==> config.mk <==
export PLATFORM = sky130hd
export DESIGN_NAME = uart_rx_param
export DESIGN_NICKNAME = d
export VERILOG_FILES = /design/src/rtl/uart_rx_param_pkg.sv /design/src/rtl/uart_rx_param_baud_rate_gen.sv /design/src/rtl/uart_rx_param.sv
export SDC_FILE = /design/constraint.sdc
export NUM_CORES = 1
export LEC_CHECK = 0
export ABC_AREA = 0
export BUFFER_PORTS_ARGS = -buffer_cell sky130_fd_sc_hd__buf_2
export CELL_PAD_IN_SITES_DETAIL_PLACEMENT = 1
export CELL_PAD_IN_SITES_GLOBAL_PLACEMENT = 1
export CORE_UTILIZATION = 41
export CTS_CLUSTER_DIAMETER = 120
export DETAILED_ROUTE_END_ITERATION = 6
export PLACE_DENSITY = 0.74
export SYNTH_ARGS = -nofsm -noshare
export SYNTH_HDL_FRONTEND = slang
export SYNTH_SLANG_ARGS = --single-unit
==> constraint.sdc <==
create_clock -name i_clk -period 1.9 [get_ports i_clk]
set_clock_uncertainty 0.05 [all_clocks]
set_input_delay 0.475 -clock i_clk [delete_from_list [all_inputs] [get_ports i_clk]]
set_output_delay 0.475 -clock i_clk [all_outputs]
set_load 0.005 [all_outputs]
==> src/rtl/uart_rx_param_pkg.sv <==
// Shared definitions for the parameterised UART receiver.
// Latency: none (types, constants and an elaboration-time helper only).
// Backpressure: not applicable.
package uart_rx_param_pkg;

  // Receiver FSM states
  typedef enum logic [2:0] {
    ST_IDLE,
    ST_START,
    ST_DATA,
    ST_PARITY,
    ST_STOP
  } rx_state_t;

  // Parity modes, matching the PARITY parameter encoding
  localparam int PAR_NONE = 0;
  localparam int PAR_ODD  = 1;
  localparam int PAR_EVEN = 2;

  // Clock cycles per oversample tick; integer division floors, clamped to 1
  function automatic int calc_div(input int clk_freq, input int tick_rate);
    int div;
    div = clk_freq / tick_rate;
    if (div < 1) div = 1;
    return div;
  endfunction

endpackage

==> src/rtl/uart_rx_param_baud_rate_gen.sv <==
// Oversample tick generator: one-cycle pulse every calc_div(CLK_FREQ, BAUD_RATE) cycles.
// Latency: first tick DIV cycles after reset release.
// Backpressure: none; i_valid low freezes the divider.
import uart_rx_param_pkg::*;

module baud_rate_gen #(
  parameter int CLK_FREQ  = 50000000,
  parameter int BAUD_RATE = 153600
) (
  input  logic i_clk,
  input  logic i_reset,
  input  logic i_valid,
  output logic o_tick
);

  localparam int DIV = calc_div(CLK_FREQ, BAUD_RATE);
  localparam int CW  = (DIV > 1) ? $clog2(DIV) : 1;

  logic [CW-1:0] cnt;

  // Divider counter wraps at DIV-1 and emits a registered tick on the wrap
  always_ff @(posedge i_clk or posedge i_reset) begin
    if (i_reset) begin
      cnt    <= '0;
      o_tick <= 1'b0;
    end else begin
      o_tick <= 1'b0;
      if (i_valid) begin
        if (cnt == CW'(DIV - 1)) begin
          cnt    <= '0;
          o_tick <= 1'b1;
        end else begin
          cnt <= cnt + CW'(1);
        end
      end
    end
  end

endmodule

==> src/rtl/uart_rx_param.sv <==
// Oversampled UART receiver with optional parity, 1/2 stop bits and a held-frame output register.
// Latency: frame delivered one cycle after the last stop-bit sample (mid stop bit).
// Backpressure: o_valid/i_ready; an unconsumed frame is overwritten and flagged with o_overrun.
import uart_rx_param_pkg::*;

module uart_rx_param #(
  parameter int CLK_FREQ   = 50000000,
  parameter int BAUD_RATE  = 9600,
  parameter int OVERSAMPLE = 16,
  parameter int DATA_BITS  = 8,
  parameter int PARITY     = 0,
  parameter int STOP_BITS  = 1
) (
  input  logic                 i_clk,
  input  logic                 i_reset,
  input  logic                 i_rx,
  input  logic                 i_ready,
  output logic [DATA_BITS-1:0] o_data,
  output logic                 o_valid,
  output logic                 o_rx_done,
  output logic                 o_parity_err,
  output logic                 o_frame_err,
  output logic                 o_overrun
);

  // Tick counter tops out at OVERSAMPLE-1, bit counter at DATA_BITS-1
  localparam int TW = $clog2(OVERSAMPLE);
  localparam int BW = $clog2(DATA_BITS);
  localparam logic [TW-1:0] HALF_CNT = TW'(OVERSAMPLE / 2 - 1);
  localparam logic [TW-1:0] LAST_CNT = TW'(OVERSAMPLE - 1);
  localparam logic [BW-1:0] LAST_BIT = BW'(DATA_BITS - 1);
  localparam logic [BW-1:0] LAST_STOP = BW'(STOP_BITS - 1);

  logic                 rx_meta;
  logic                 rx_sync;
  logic                 tick;
  rx_state_t            state;
  logic                 armed;
  logic [TW-1:0]        tick_cnt;
  logic [BW-1:0]        bit_cnt;
  logic [DATA_BITS-1:0] shift;
  logic                 par_err;
  logic                 frm_err;
  logic                 done_pend;

  baud_rate_gen #(
    .CLK_FREQ (CLK_FREQ),
    .BAUD_RATE(BAUD_RATE * OVERSAMPLE)
  ) u_baud (
    .i_clk  (i_clk),
    .i_reset(i_reset),
    .i_valid(1'b1),
    .o_tick (tick)
  );

  // Two-flop synchroniser; resets to the idle (high) line level
  always_ff @(posedge i_clk or posedge i_reset) begin
    if (i_reset) begin
      rx_meta <= 1'b1;
      rx_sync <= 1'b1;
    end else begin
      rx_meta <= i_rx;
      rx_sync <= rx_meta;
    end
  end

  // Frame FSM on tick cycles plus the held-frame output register
  always_ff @(posedge i_clk or posedge i_reset) begin
    if (i_reset) begin
      state        <= ST_IDLE;
      armed        <= 1'b0;
      tick_cnt     <= '0;
      bit_cnt      <= '0;
      shift        <= '0;
      par_err      <= 1'b0;
      frm_err      <= 1'b0;
      done_pend    <= 1'b0;
      o_data       <= '0;
      o_valid      <= 1'b0;
      o_rx_done    <= 1'b0;
      o_parity_err <= 1'b0;
      o_frame_err  <= 1'b0;
      o_overrun    <= 1'b0;
    end else begin
      done_pend <= 1'b0;
      o_rx_done <= 1'b0;

      // Completion wins over a same-cycle handshake: new frame stays valid
      if (done_pend) begin
        o_data       <= shift;
        o_parity_err <= par_err;
        o_frame_err  <= frm_err;
        o_rx_done    <= 1'b1;
        o_valid      <= 1'b1;
        o_overrun    <= o_valid && !i_ready;
      end else if (o_valid && i_ready) begin
        o_valid   <= 1'b0;
        o_overrun <= 1'b0;
      end

      if (tick) begin
        if (rx_sync) armed <= 1'b1;
        case (state)
          ST_IDLE: begin
            if (armed && !rx_sync) begin
              state    <= ST_START;
              tick_cnt <= '0;
            end
          end
          ST_START: begin
            if (tick_cnt == HALF_CNT) begin
              tick_cnt <= '0;
              if (!rx_sync) begin
                state   <= ST_DATA;
                bit_cnt <= '0;
                par_err <= 1'b0;
                frm_err <= 1'b0;
              end else begin
                state <= ST_IDLE;
              end
            end else begin
              tick_cnt <= tick_cnt + TW'(1);
            end
          end
          ST_DATA: begin
            if (tick_cnt == LAST_CNT) begin
              tick_cnt <= '0;
              shift    <= {rx_sync, shift[DATA_BITS-1:1]};
              if (bit_cnt == LAST_BIT) begin
                bit_cnt <= '0;
                state   <= (PARITY != PAR_NONE) ? ST_PARITY : ST_STOP;
              end else begin
                bit_cnt <= bit_cnt + BW'(1);
              end
            end else begin
              tick_cnt <= tick_cnt + TW'(1);
            end
          end
          ST_PARITY: begin
            if (tick_cnt == LAST_CNT) begin
              tick_cnt <= '0;
              par_err  <= (PARITY == PAR_ODD) ? ~(^shift ^ rx_sync) : (^shift ^ rx_sync);
              state    <= ST_STOP;
            end else begin
              tick_cnt <= tick_cnt + TW'(1);
            end
          end
          ST_STOP: begin
            if (tick_cnt == LAST_CNT) begin
              tick_cnt <= '0;
              if (!rx_sync) frm_err <= 1'b1;
              if (bit_cnt == LAST_STOP) begin
                bit_cnt   <= '0;
                state     <= ST_IDLE;
                done_pend <= 1'b1;
              end else begin
                bit_cnt <= bit_cnt + BW'(1);
              end
            end else begin
              tick_cnt <= tick_cnt + TW'(1);
            end
          end
          default: state <= ST_IDLE;
        endcase
      end

      // A completed frame must see the line high again before the next start
      if (done_pend) armed <= 1'b0;
    end
  end

endmodule

=== Word level (Yosys, flattened, before mapping) ===
Cells that the tools add are included.

* Bits in registers: 47
* Bits in latches: 0
* RAM bits: 0
* Memory bits (read-only): 0
* Input port bits: 4
* Output and inout bits: 13
* Memories: 0

* $add $sub $neg: 3
* Multipliers: 0
* Divide/modulo/power cells: 0
* Magnitude comparators: 0
* Equal/unequal tests: 17
* Shifts and indexed selects: 0
* Multiplexer cells: 40
* Bitwise logic cells: 1
* Reduce and logical (&&, ||, !) cells: 23

{| class="wikitable"
|+ Operators by type and width
! kind !! number
|-
| 3-bit two-way mux || 13
|-
| 2-bit inequality test (second input constant) || 9
|-
| 1-bit two-way mux || 17
|-
| 3-bit one-hot mux with 5 select lines || 1
|-
| 4-bit two-way mux || 3
|-
| 4-bit one-hot mux with 3 select lines || 1
|-
| 6-bit AND reduction || 2
|-
| 2-bit nonzero test || 5
|-
| 9-bit by 1-bit adder with 9-bit output (second input constant) || 1
|-
| 9-bit equality test (second input constant) || 1
|-
| 9-bit two-way mux || 1
|-
| 3-bit one-hot mux with 3 select lines || 1
|-
| 8-bit AND reduction || 1
|-
| 8-bit parity || 1
|-
| 3-bit by 2-bit equality test with 1-bit output (second input constant) || 2
|-
| 3-bit equality test (second input constant) || 2
|-
| 3-bit logical NOT || 2
|-
| 3-bit AND reduction || 2
|-
| 3-bit nonzero test || 2
|-
| 5-bit AND reduction || 1
|-
| 4-bit by 1-bit adder with 4-bit output (second input constant) || 1
|-
| 4-bit by 3-bit equality test with 1-bit output (second input constant) || 1
|-
| 4-bit equality test (second input constant) || 1
|-
| 1-bit one-hot mux with 2 select lines || 2
|-
| 8 further kinds || 11
|}

=== Depth between registers and ports, before layout ===
Gate-level depths: netlist (run 1).

* Depth in word-level cells: 5
* Gate-level depth with buffers: 7

=== Hierarchy ===
From an unflattened synthesis (run 1), not the netlist that was laid out.

* Cell total of the unflattened synthesis: 202
* Area, all modules: 2328.5 µm²

{| class="wikitable"
|+ By module, submodules not included
! module !! times used !! cells an instance !! area each (µm²) !! sequential area each (µm²)
|-
| uart_rx_param || 1 || 154 || 1799.2 || 928.4
|-
| baud_rate_gen || 1 || 48 || 529.3 || 250.2
|}

=== Worst setup path before layout (run 1) ===
No wires, ideal clock.

* Kind: flip-flop to flip-flop
* From: reg tick_cnt[0]
* To: reg shift[0]
* Setup time: 0.125 ns
* Data arrival time: 1.566 ns
* Data required time: 1.725 ns
* Path slack: 0.159 ns
* Cell stages (with the launch flop): 7
* Path buffers: 1
* Clock period less this slack: 1.741 ns
* Path through: dfrtp_1 > ha_1 > and3_4 > nand2_2 > or3_1 > buf_6 > mux2_4

* Longest elaborated chain between the ends: 2

{| class="wikitable"
|+ Ends and longest elaborated chain
! what !! RTL line !! RTL
|-
| start: declaration || uart_rx_param.sv:39 || <nowiki>logic [TW-1:0] tick_cnt;</nowiki>
|-
| start signal: assignment || uart_rx_param.sv:122 || <nowiki>tick_cnt <= tick_cnt + TW'(1);</nowiki>
|-
| start signal: assignment || uart_rx_param.sv:136 || <nowiki>tick_cnt <= tick_cnt + TW'(1);</nowiki>
|-
| start signal: assignment || uart_rx_param.sv:145 || <nowiki>tick_cnt <= tick_cnt + TW'(1);</nowiki>
|-
| 4-bit equality test || uart_rx_param.sv:126 || <nowiki>if (tick_cnt == LAST_CNT) begin</nowiki>
|-
| 3-bit AND reduction (no line) || - ||
|-
| end signal: assignment || uart_rx_param.sv:128 || <nowiki>shift <= {rx_sync, shift[DATA_BITS-1:1]};</nowiki>
|-
| end: declaration || uart_rx_param.sv:41 || <nowiki>logic [DATA_BITS-1:0] shift;</nowiki>
|}

Every way passes these cells.
A chain may end at the register's enable or synchronous reset.

=== Worst setup path after layout (run 1) ===
* From: reg tick_cnt[0]
* To: reg shift[4]

The elaborated chain is that of the path after synthesis.

==> reports/results.tsv, run 1 <==
metric	value	unit
rrSetupSlack	0.12	ns
gp_congestion	0.7909	
drive_gt1_frac	0.2719	
arrival	1.93	ns
clk_latency	0.31	ns
fin_crit_sh	0.9384	
synth_top_family_by_area	simple AND/OR/NAND/NOR gates	
ys.flop_type	dfrtp_1	
mostFrequentLayoutCell	dfrtp_1	
power_density	701.9	nW/um2
grt_start_max_net_pins	48	
synthCells	189	
ys_seq_area_frac	0.5349	
max-slew-margin-rel	0.6094	
max_cap_violations	0	
place_ws	-0.01736	ns
critPathLaunchType	flop	
worst_pin_slew	0.5859	ns
synthesis.area	2203	um2
crit_required	2.05	ns
r2r_start	tick_cnt[0]	
cts.sinks	47	
worstPathMaxFanout	8	
die_x	75.31	um
critPathKind	flop to flop	
avgSynthCellArea	11.66	um2
p_switching	0.3785	mW
synthXorXnorAreaFrac	0.05963	
ios	17	
std_cell_rows	26	
avgRoutedWirePerCell	14.94	um
period_needed	1.783	ns
hold_viol	0	
tns	0	ns
worstPathCellList	ha_1 -> and3_4 -> nand2_2 -> or3_4 -> mux2_4	
routed_via_density	5.052	
pwr-share-comb	0.019	
clk_pin_slew	0.09	ns
dr_total_vias	1450	
synth_fp_nets	199	
setup_slack	0.1171	ns
synth_cell_types	42	
setup_viol	0	
post-place-cells	278	
ys_warn_count	0	
rsz0062_at_grt	yes	
cts-htree-levels	2	
synth-adder-area-share	0.03861	
drt_iter0_markers	59	
dp_hpwl	2997	um
cts_tree	done	
startpoint	tick_cnt[0]	
synth-seq-cells	47	
ant_nets	0	
ir_worst_vdd	639.5	uV
fin_cells	287	
dieArea	5671	um2
grt_pass1_vias	1403	
dr.pass1.iters	3	
syn2layout_area_growth	15.33	%
yosys.area_share.simple	0.1323	
start_util	0.4287	
power.static_leakage	1.257	nW
core_area	5140	um2
grt_pass1_wl	6810	um
slowest_delay	0.43	ns
cts_root_buffer	clkbuf_8	
max_freq	560.9	MHz
track_usage	0.1664	
final_cell_mix	dfrtp_1, nor2_1, buf_2	
synthArstFlopShare	1.000	
synth.area.mux_share	0.1193	
synth_compound_area_frac	0.08575	
critPathCaptureType	flop	
p_int	1.405	mW
p_seq_frac	0.564	
cts_hold_buffers	0	
portBuffers	16	
diodes	0	
power.share.clock	0.417	
routed_wl	4288	um
drv_slew	0	
cts_buffer_depth	2	
nNetsFinal	226	
status	complete, no violations	
switching_share	0.2122	
critical_path.slowest_cell	or3_4	
antenna_found_initial	0	
synth_edf_count	0	
drc_errors	0	
numCtsBuffers	5	
die_h	75.31	um
grt-ovfl-total	0	
hp-class	primary input to asynchronous set/reset pin	
-- cell type report --
type                       instances  area [um2]
fill                             590        2599
sequential                        47        1180
multi-input combinational        127       970.9
timing repair buffer              23       145.1
tap                               70       87.58
clock buffer                       5       68.82
inverter                          12       45.04
clock inverter                     3       43.79
-- worst max-delay path: cells and delay by family (launching register included) --
kind / cells / cell delay, ns
simple gates: 3 / 0.72
flops: 1 / 0.39
mux: 1 / 0.33
fa+ha+maj: 1 / 0.18
-- power groups by stage --
stage | logic (mW) | clock network, mW | registers (mW)
6_report | 0.0336 | 0.744 | 1.01
3_3_place_gp | 0.0343 | 0 | 1.03
2_1_floorplan | 0.0201 | 0 | 1.02
4_1_cts | 0.0356 | 0.759 | 1.01
5_1_grt | 0.0388 | 0.789 | 1.01
3_5_place_dp | 0.0355 | 0 | 1.03
-- kinds of logic (layout without fill, tap and decap cells) --
kind of cell | after synthesis | count (layout)
multiplexers | 21 | 21
AND/OR/NAND/NOR | 55 | 55
adder cells (fa/ha/maj) | 7 | 7
AO/OA/AOI/OAI | 29 | 29
buffers and inverters | 15 | 43
flip-flops | 47 | 47
XOR/XNOR | 15 | 15
-- synth_stat cells, types with 2 or more instances --
cell type  count  share of area
a21o_1         2         0.0068
a21oi_1        8          0.018
and3_1         2         0.0057
dfrtp_1       45           0.51
dfstp_2        2          0.024
ha_1           6          0.034
inv_1         12          0.020
mux2_2        10          0.051
mux2_4         8          0.055
mux2i_1        3          0.014
nand2_1        7          0.012
nand2b_1       5          0.014
nand3_1        6          0.014
nor2_1        17          0.029
nor2b_1        4          0.011
nor3_1         2         0.0045
o211ai_1       2         0.0068
o21ai_0        5          0.011
o22ai_1        2         0.0057
o2bb2ai_1      2         0.0080
or2_1          2         0.0057
or3_1          4          0.011
xnor2_1        9          0.036
xor2_1         6          0.024
-- flip-flops by register name (all words and copies together) (netlist names), 3 cells and up --
name        count
tick_cnt        4
u_baud.cnt      9
o_data          8
shift           8
state           3
bit_cnt         3
-- layer usage --
metal | GRT usage | wire [um] | vias up
li1 | - | - | 708
met1 | 0.2228 | 2096 | 723
met2 | 0.2639 | 2045 | 13
met3 | 0.04365 | 96 | 6
met4 | 0.05556 | 49 | 0
met5 | 0 | 0 | -
-- per-stage QoR --
stage | power, mW | hold slack, ns | instance area (um2) | util
2_1_floorplan | 1.045 | 0.2952 | 2203 | -
3_3_place_gp | 1.061 | 0.2962 | 2409 | 0.4686
3_5_place_dp | 1.062 | 0.2975 | 2409 | 0.4686
4_1_cts | 1.801 | 0.1524 | 2526 | 0.4915
5_1_grt | 1.835 | 0.1588 | 2541 | 0.4944
6_report | 1.784 | 0.1470 | 2541 | 0.4944
-- worst paths after layout --
path                            cells after the start       end
worst max-delay path                                5  shift[4]
worst min-delay path                                3   o_valid
worst max register to register                      5  shift[4]
worst min register to register                      0   rx_sync
max in group asynchronous                           3   rx_meta
min in group i_clk                                  1   rx_meta
-- timing repair --
action	in CTS	in global routing
pin swaps	0	2
resized for setup	1	2
endpoints found under the setup margin	8	3
cloned	0	0
buffers inserted	0	1
Note: power is estimated with default switching activity, not from simulation.
==> inputs of run 2 (changes only) <==
--- a/config.mk
+++ b/config.mk
@@ -10,9 +10,9 @@
 export CELL_PAD_IN_SITES_DETAIL_PLACEMENT = 1
 export CELL_PAD_IN_SITES_GLOBAL_PLACEMENT = 1
 export CORE_UTILIZATION = 41
-export CTS_CLUSTER_DIAMETER = 120
 export DETAILED_ROUTE_END_ITERATION = 6
 export PLACE_DENSITY = 0.74
+export SETUP_SLACK_MARGIN = 0.15
 export SYNTH_ARGS = -nofsm -noshare
 export SYNTH_HDL_FRONTEND = slang
 export SYNTH_SLANG_ARGS = --single-unit
==> run 2 against run 1 <==
  * Non-clock buffer count up 9
  * Utilization up 2.0 points
  * Final cell count up 3.1%
  * Total power up 0.39%
  * Clock-buffer cell count unchanged
  * Die area unchanged
  * Critical path depth unchanged
  * Sequential power about the same
  * Register-to-register slack better by 0.06 ns
  * Combinational power about the same
  * Clock power up 0.9%
  * Critical path type unchanged
  * Critical endpoint unchanged
  * Highest routed layer unchanged
==> reports/results.tsv, run 2 (same netlist as run 1, synthesis figures left out) <==
metric	value	unit	change
status	complete, no violations		unchanged
grt_start_max_net_pins	48		unchanged
power_density	676.7	nW/um2	was 701.9 nW/um2
avgRoutedWirePerCell	15.59	um	was 14.94 um
grt-ovfl-total	0		unchanged
worst_pin_slew	0.5925	ns	was 0.5859 ns
drc_errors	0		unchanged
diodes	0		unchanged
syn2layout_area_growth	20.10	%	was 15.33%
dp_hpwl	2997	um	unchanged
cts_hold_buffers	0		unchanged
clk_pin_slew	0.10	ns	was 0.09 ns
routed_via_density	5.054		was 5.052
critPathCaptureType	flop		unchanged
setup_slack	0.1769	ns	was 0.1171 ns
cts_root_buffer	clkbuf_8		unchanged
critPathLaunchType	flop		unchanged
gp_congestion	0.7909		unchanged
top_regs	u_baud.cnt x9, o_data x8, shift x8		unchanged
power.static_leakage	1.308	nW	was 1.257 nW
clk_latency	0.31	ns	about the same
drive_gt1_frac	0.3274		was 0.2719
dr_total_vias	1496		was 1450
whs	0.1406	ns	was 0.1470 ns
dieArea	5671	um2	unchanged
setup_viol	0		unchanged
ir_worst_vdd	669.4	uV	was 639.5 uV
use_met1	0.2270		was 0.2228
seq_area	1182	um2	was 1180 um2
finalPower	1.791	mW	was 1.784 mW
post-place-cells	278		unchanged
max_cap_violations	0		unchanged
fin_cells	296		was 287
place_ws	-0.01736	ns	unchanged
fin_util	0.5148		was 0.4944
fin_crit_sh	0.9069		was 0.9384
largest_reg_flops	9		unchanged
period_needed	1.723	ns	was 1.783 ns
dr.pass1.iters	3		unchanged
max_freq	580.3	MHz	was 560.9 MHz
max-slew-margin-rel	0.6050		was 0.6094
grt_pass1_vias	1440		was 1403
start_util	0.4287		unchanged
n_fill_cell	588		was 590
hold_viol	0		unchanged
slowest_delay	0.43	ns	about the same
drv_slew	0		unchanged
routed_wl	4614	um	was 4288 um
die_h	75.31	um	unchanged
final_cell_mix	dfrtp_1, nor2_1, buf_2		unchanged
cts-htree-levels	2		unchanged
cts_tree	done		unchanged
critical_path.slowest_cell	or3_4		unchanged
cts_buffer_depth	2		unchanged
worstPathCellList	ha_2 -> and3_4 -> nand2_4 -> or3_4 -> mux2_4		was ha_1 -> and3_4 -> nand2_2 -> or3_4 -> mux2_4
grt_most_used_layer	met2		unchanged
std_cell_rows	26		unchanged
rsz0062_at_grt	yes		unchanged
critPathKind	flop to flop		unchanged
hp-class	primary input to asynchronous set/reset pin		unchanged
numCtsBuffers	5		unchanged
use_met3	0.04365		unchanged
mostFrequentLayoutCell	dfrtp_1		unchanged
nNetsFinal	235		was 226
ant_nets	0		unchanged
cts.sinks	47		unchanged
ios	17		unchanged
antenna_found_initial	0		unchanged
portBuffers	16		unchanged
worstPathMaxFanout	8		unchanged
track_usage	0.1698		was 0.1664
path_buf_inv	0		unchanged
die_x	75.31	um	unchanged
arrival	1.88	ns	was 1.93 ns
regMostFlops	u_baud.cnt		unchanged
core_area	5140	um2	unchanged
multi_input_area	996.0	um2	was 970.9 um2
drt_iter0_markers	55		was 59
critPathTopFamily	simple AND/OR/NAND/NOR gates		unchanged
crit_required	2.05	ns	about the same
use_met2	0.2708		was 0.2639
grt_pass1_wl	6941	um	was 6810 um
[run 2: worst paths after layout]
check | end | cells after the start | from | slack [ns]
setup reg to reg | shift[4] | 5 | tick_cnt[1] | 0.18
setup / recovery | shift[4] | 5 | tick_cnt[1] | 0.18
hold reg to reg | rx_sync | 0 | rx_meta | 0.31
hold / removal | o_data[5] | 3 | i_reset | 0.14
max in group asynchronous | rx_meta | 3 | i_reset | 1.39
min in group i_clk | rx_meta | 1 | i_rx | 0.21
[run 2: where the power goes]
| part | internal, mW | switching, mW |
|---|---|---|
| Sequential | 1.00 | 0.00321 |
| Clock | 0.392 | 0.358 |
| Combinational | 0.00995 | 0.0236 |
[run 2: cell type report]
cell class,instances,area share
Sequential cell,47,0.4468
Multi-Input combinational cell,127,0.3764
Timing Repair Buffer,32,0.08416
Tap cell,70,0.03310
Clock buffer,5,0.02600
Inverter,12,0.01702
Clock inverter,3,0.01655
[run 2: metal layers]
layer  routed length, um  share of wire
met1                2159           0.47
met2                2308           0.50
met3                  96          0.021
met4                  49          0.011
met5                   0              0
[run 2: worst reg2reg max path, stage by stage (launching register included)]
cell	delay [ns]
dfrtp_1	0.37
ha_2	0.18
and3_4	0.21
nand2_4	0.06
or3_4	0.43
mux2_4	0.33
[run 2: what timing repair did]
| action | CTS | global route |
|---|---|---|
| setup endpoints to repair | 12 | 15 |
| gates resized for setup | 3 | 9 |
| buffers inserted | 4 | 6 |
| pin swaps | 4 | 2 |
[run 2: per-stage QoR]
step                setup TNS (ns)  cell area, um2
finish                           0            2646
CTS                              0            2564
global placement                 0            2409
floorplan                        0            2203
global route                     0            2646
detailed placement         -0.1271            2409
==> inputs of run 3 (changes only) <==
==> constraint.sdc (replaced) <==
create_clock -name i_clk -period 1.65 [get_ports i_clk]
set_clock_uncertainty 0.05 [all_clocks]
set_input_delay 0.4125 -clock i_clk [delete_from_list [all_inputs] [get_ports i_clk]]
set_output_delay 0.4125 -clock i_clk [all_outputs]
set_load 0.005 [all_outputs]
==> run 3 against run 2 <==
  * The flow now finishes with violations (negative setup slack)
  * Total power is 9.7% higher
  * First-iteration DRC count is 7.3% higher
  * Global-route usage is 4.7 points higher
  * Clock-buffer cell count is 1 higher
  * Highest routed layer unchanged
==> reports/results.tsv, run 3 (same netlist as run 1, synthesis figures left out) <==
metric	value	unit	change
status	finished with violations		was complete, no violations
violations	negative setup slack		
worstPathMaxFanout	8		unchanged
grt-ovfl-total	0		unchanged
track_usage	0.2165		was 0.1698
cts-htree-levels	2		unchanged
regMostFlops	u_baud.cnt		unchanged
routed_via_density	5.191		was 5.054
dieArea	5671	um2	unchanged
max-slew-margin-rel	0.6163		was 0.6050
max_cap_violations	0		unchanged
hold_viol	0		unchanged
fin_util	0.5867		was 0.5148
ant_nets	0		unchanged
path_buf_inv	1		was 0
dr.pass1.iters	4		was 3
period_needed	1.770	ns	was 1.723 ns
die_h	75.31	um	unchanged
start_util	0.4287		unchanged
cts_root_buffer	clkbuf_8		unchanged
top_regs	u_baud.cnt x9, o_data x8, shift x8		unchanged
tns	-0.9549	ns	was 0 ns
dp_hpwl	3449	um	was 2997 um
whs	0.05731	ns	was 0.1406 ns
rsz0062_at_grt	yes		unchanged
portBuffers	16		unchanged
grt_pass1_vias	1768		was 1440
core_area	5140	um2	unchanged
diodes	0		unchanged
antenna_found_initial	0		unchanged
cts.sinks	47		unchanged
ir_worst_vdd	452.2	uV	was 669.4 uV
critical_path.slowest_cell	dfrtp_1		was or3_4
drt_iter0_markers	59		was 55
critPathTopFamily	simple AND/OR/NAND/NOR gates		unchanged
worst_pin_slew	0.5755	ns	was 0.5925 ns
setup_slack	-0.1199	ns	was 0.1769 ns
std_cell_rows	26		unchanged
grt_pass1_wl	8756	um	was 6941 um
nNetsFinal	258		was 235
setup_viol	12		was 0
cts_tree	done		unchanged
dr_total_vias	1656		was 1496
critPathLaunchType	flop		unchanged
die_x	75.31	um	unchanged
critPathCaptureType	flop		unchanged
fin_cells	319		was 296
grt_start_max_net_pins	29		was 48
slowest_delay	0.37	ns	was 0.43 ns
critPathKind	flop to flop		unchanged
worstPathCellList	ha_2 -> and3_4 -> nand2_2 -> or3_4 -> buf_8 -> mux2_4		was ha_2 -> and3_4 -> nand2_4 -> or3_4 -> mux2_4
post-place-cells	296		was 278
largest_reg_flops	9		unchanged
routed_wl	5825	um	was 4614 um
clk_pin_slew	0.10	ns	about the same
gp_congestion	0.7556		was 0.7909
clk_latency	0.31	ns	about the same
max_freq	565.0	MHz	was 580.3 MHz
drc_errors	0		unchanged
finalPower	1.965	mW	was 1.791 mW
ios	17		unchanged
arrival	1.92	ns	was 1.88 ns
crit_required	1.80	ns	was 2.05 ns
power_density	651.6	nW/um2	was 676.7 nW/um2
power.static_leakage	1.459	nW	was 1.308 nW
final_cell_mix	dfrtp_1, buf_4, buf_2		was dfrtp_1, nor2_1, buf_2
fin_crit_sh	1.073		was 0.9069
avgRoutedWirePerCell	18.26	um	was 15.59 um
mostFrequentLayoutCell	dfrtp_1		unchanged
numCtsBuffers	5		unchanged
syn2layout_area_growth	36.85	%	was 20.10%
cts_buffer_depth	2		unchanged
drv_slew	0		unchanged
hp-class	primary input to asynchronous set/reset pin		unchanged
drive_gt1_frac	0.4900		was 0.3274
run 3: worst paths after layout:
path                        startpoint            end  slack, ns  depth (start not counted)
setup / recovery           tick_cnt[1]       shift[3]      -0.12                          6
hold / removal                 i_reset  u_baud.cnt[3]       0.06                          2
hold reg to reg                rx_meta        rx_sync       0.31                          0
min in group i_clk                i_rx        rx_meta       0.15                          1
max in group asynchronous      i_reset       state[1]       1.00                          3
setup reg to reg           tick_cnt[1]       shift[3]      -0.12                          6
run 3: cell type report:
| class | count | area (um2) |
|---|---|---|
| fill | 553 | 2125 |
| clock buffer | 6 | 82.58 |
| clock inverter | 2 | 16.27 |
| tap | 70 | 87.58 |
| inverter | 12 | 48.80 |
| sequential | 47 | 1181 |
| multi-input combinational | 127 | 1169 |
| timing repair buffer | 55 | 430.4 |
run 3: worst register-to-register path, cell delays in order, from the launching register on:
cell	delay [ns]
dfrtp_1	0.37
ha_2	0.19
and3_4	0.19
nand2_2	0.06
or3_4	0.34
buf_8	0.16
mux2_4	0.31
run 3: what timing repair did:
| action | in CTS | in global routing |
|---|---|---|
| pin swaps | 32 | 10 |
| setup endpoints to repair | 20 | 27 |
| hold buffers | 0 | 0 |
| buffers inserted | 12 | 3 |
| resized for setup | 42 | 15 |
| gates cloned | 0 | 0 |
run 3: metal layers:
layer | routed length (um) | vias to the layer above | GRT usage
met3 | 169 | 15 | 0.04101
met1 | 2361 | 836 | 0.2489
met4 | 161 | 0 | 0.09877
li1 | - | 770 | -
met5 | 0 | - | 0
met2 | 3132 | 35 | 0.3899
run 3: power by group:
group	internal (mW)	switching, mW
Clock	0.343	0.414
Combinational	0.0162	0.0342
Sequential	1.16	0.00203
Total	1.51	0.451
run 3: through the flow:
| stage | worst slack [ns] | area (um2) |
|---|---|---|
| 2_1_floorplan | -0.08298 | 2221 |
| 3_3_place_gp | -0.06858 | 2555 |
| 3_5_place_dp | -0.1123 | 2555 |
| 4_1_cts | -0.07360 | 2930 |
| 5_1_grt | -0.1780 | 3015 |
| 6_report | -0.1199 | 3015 |
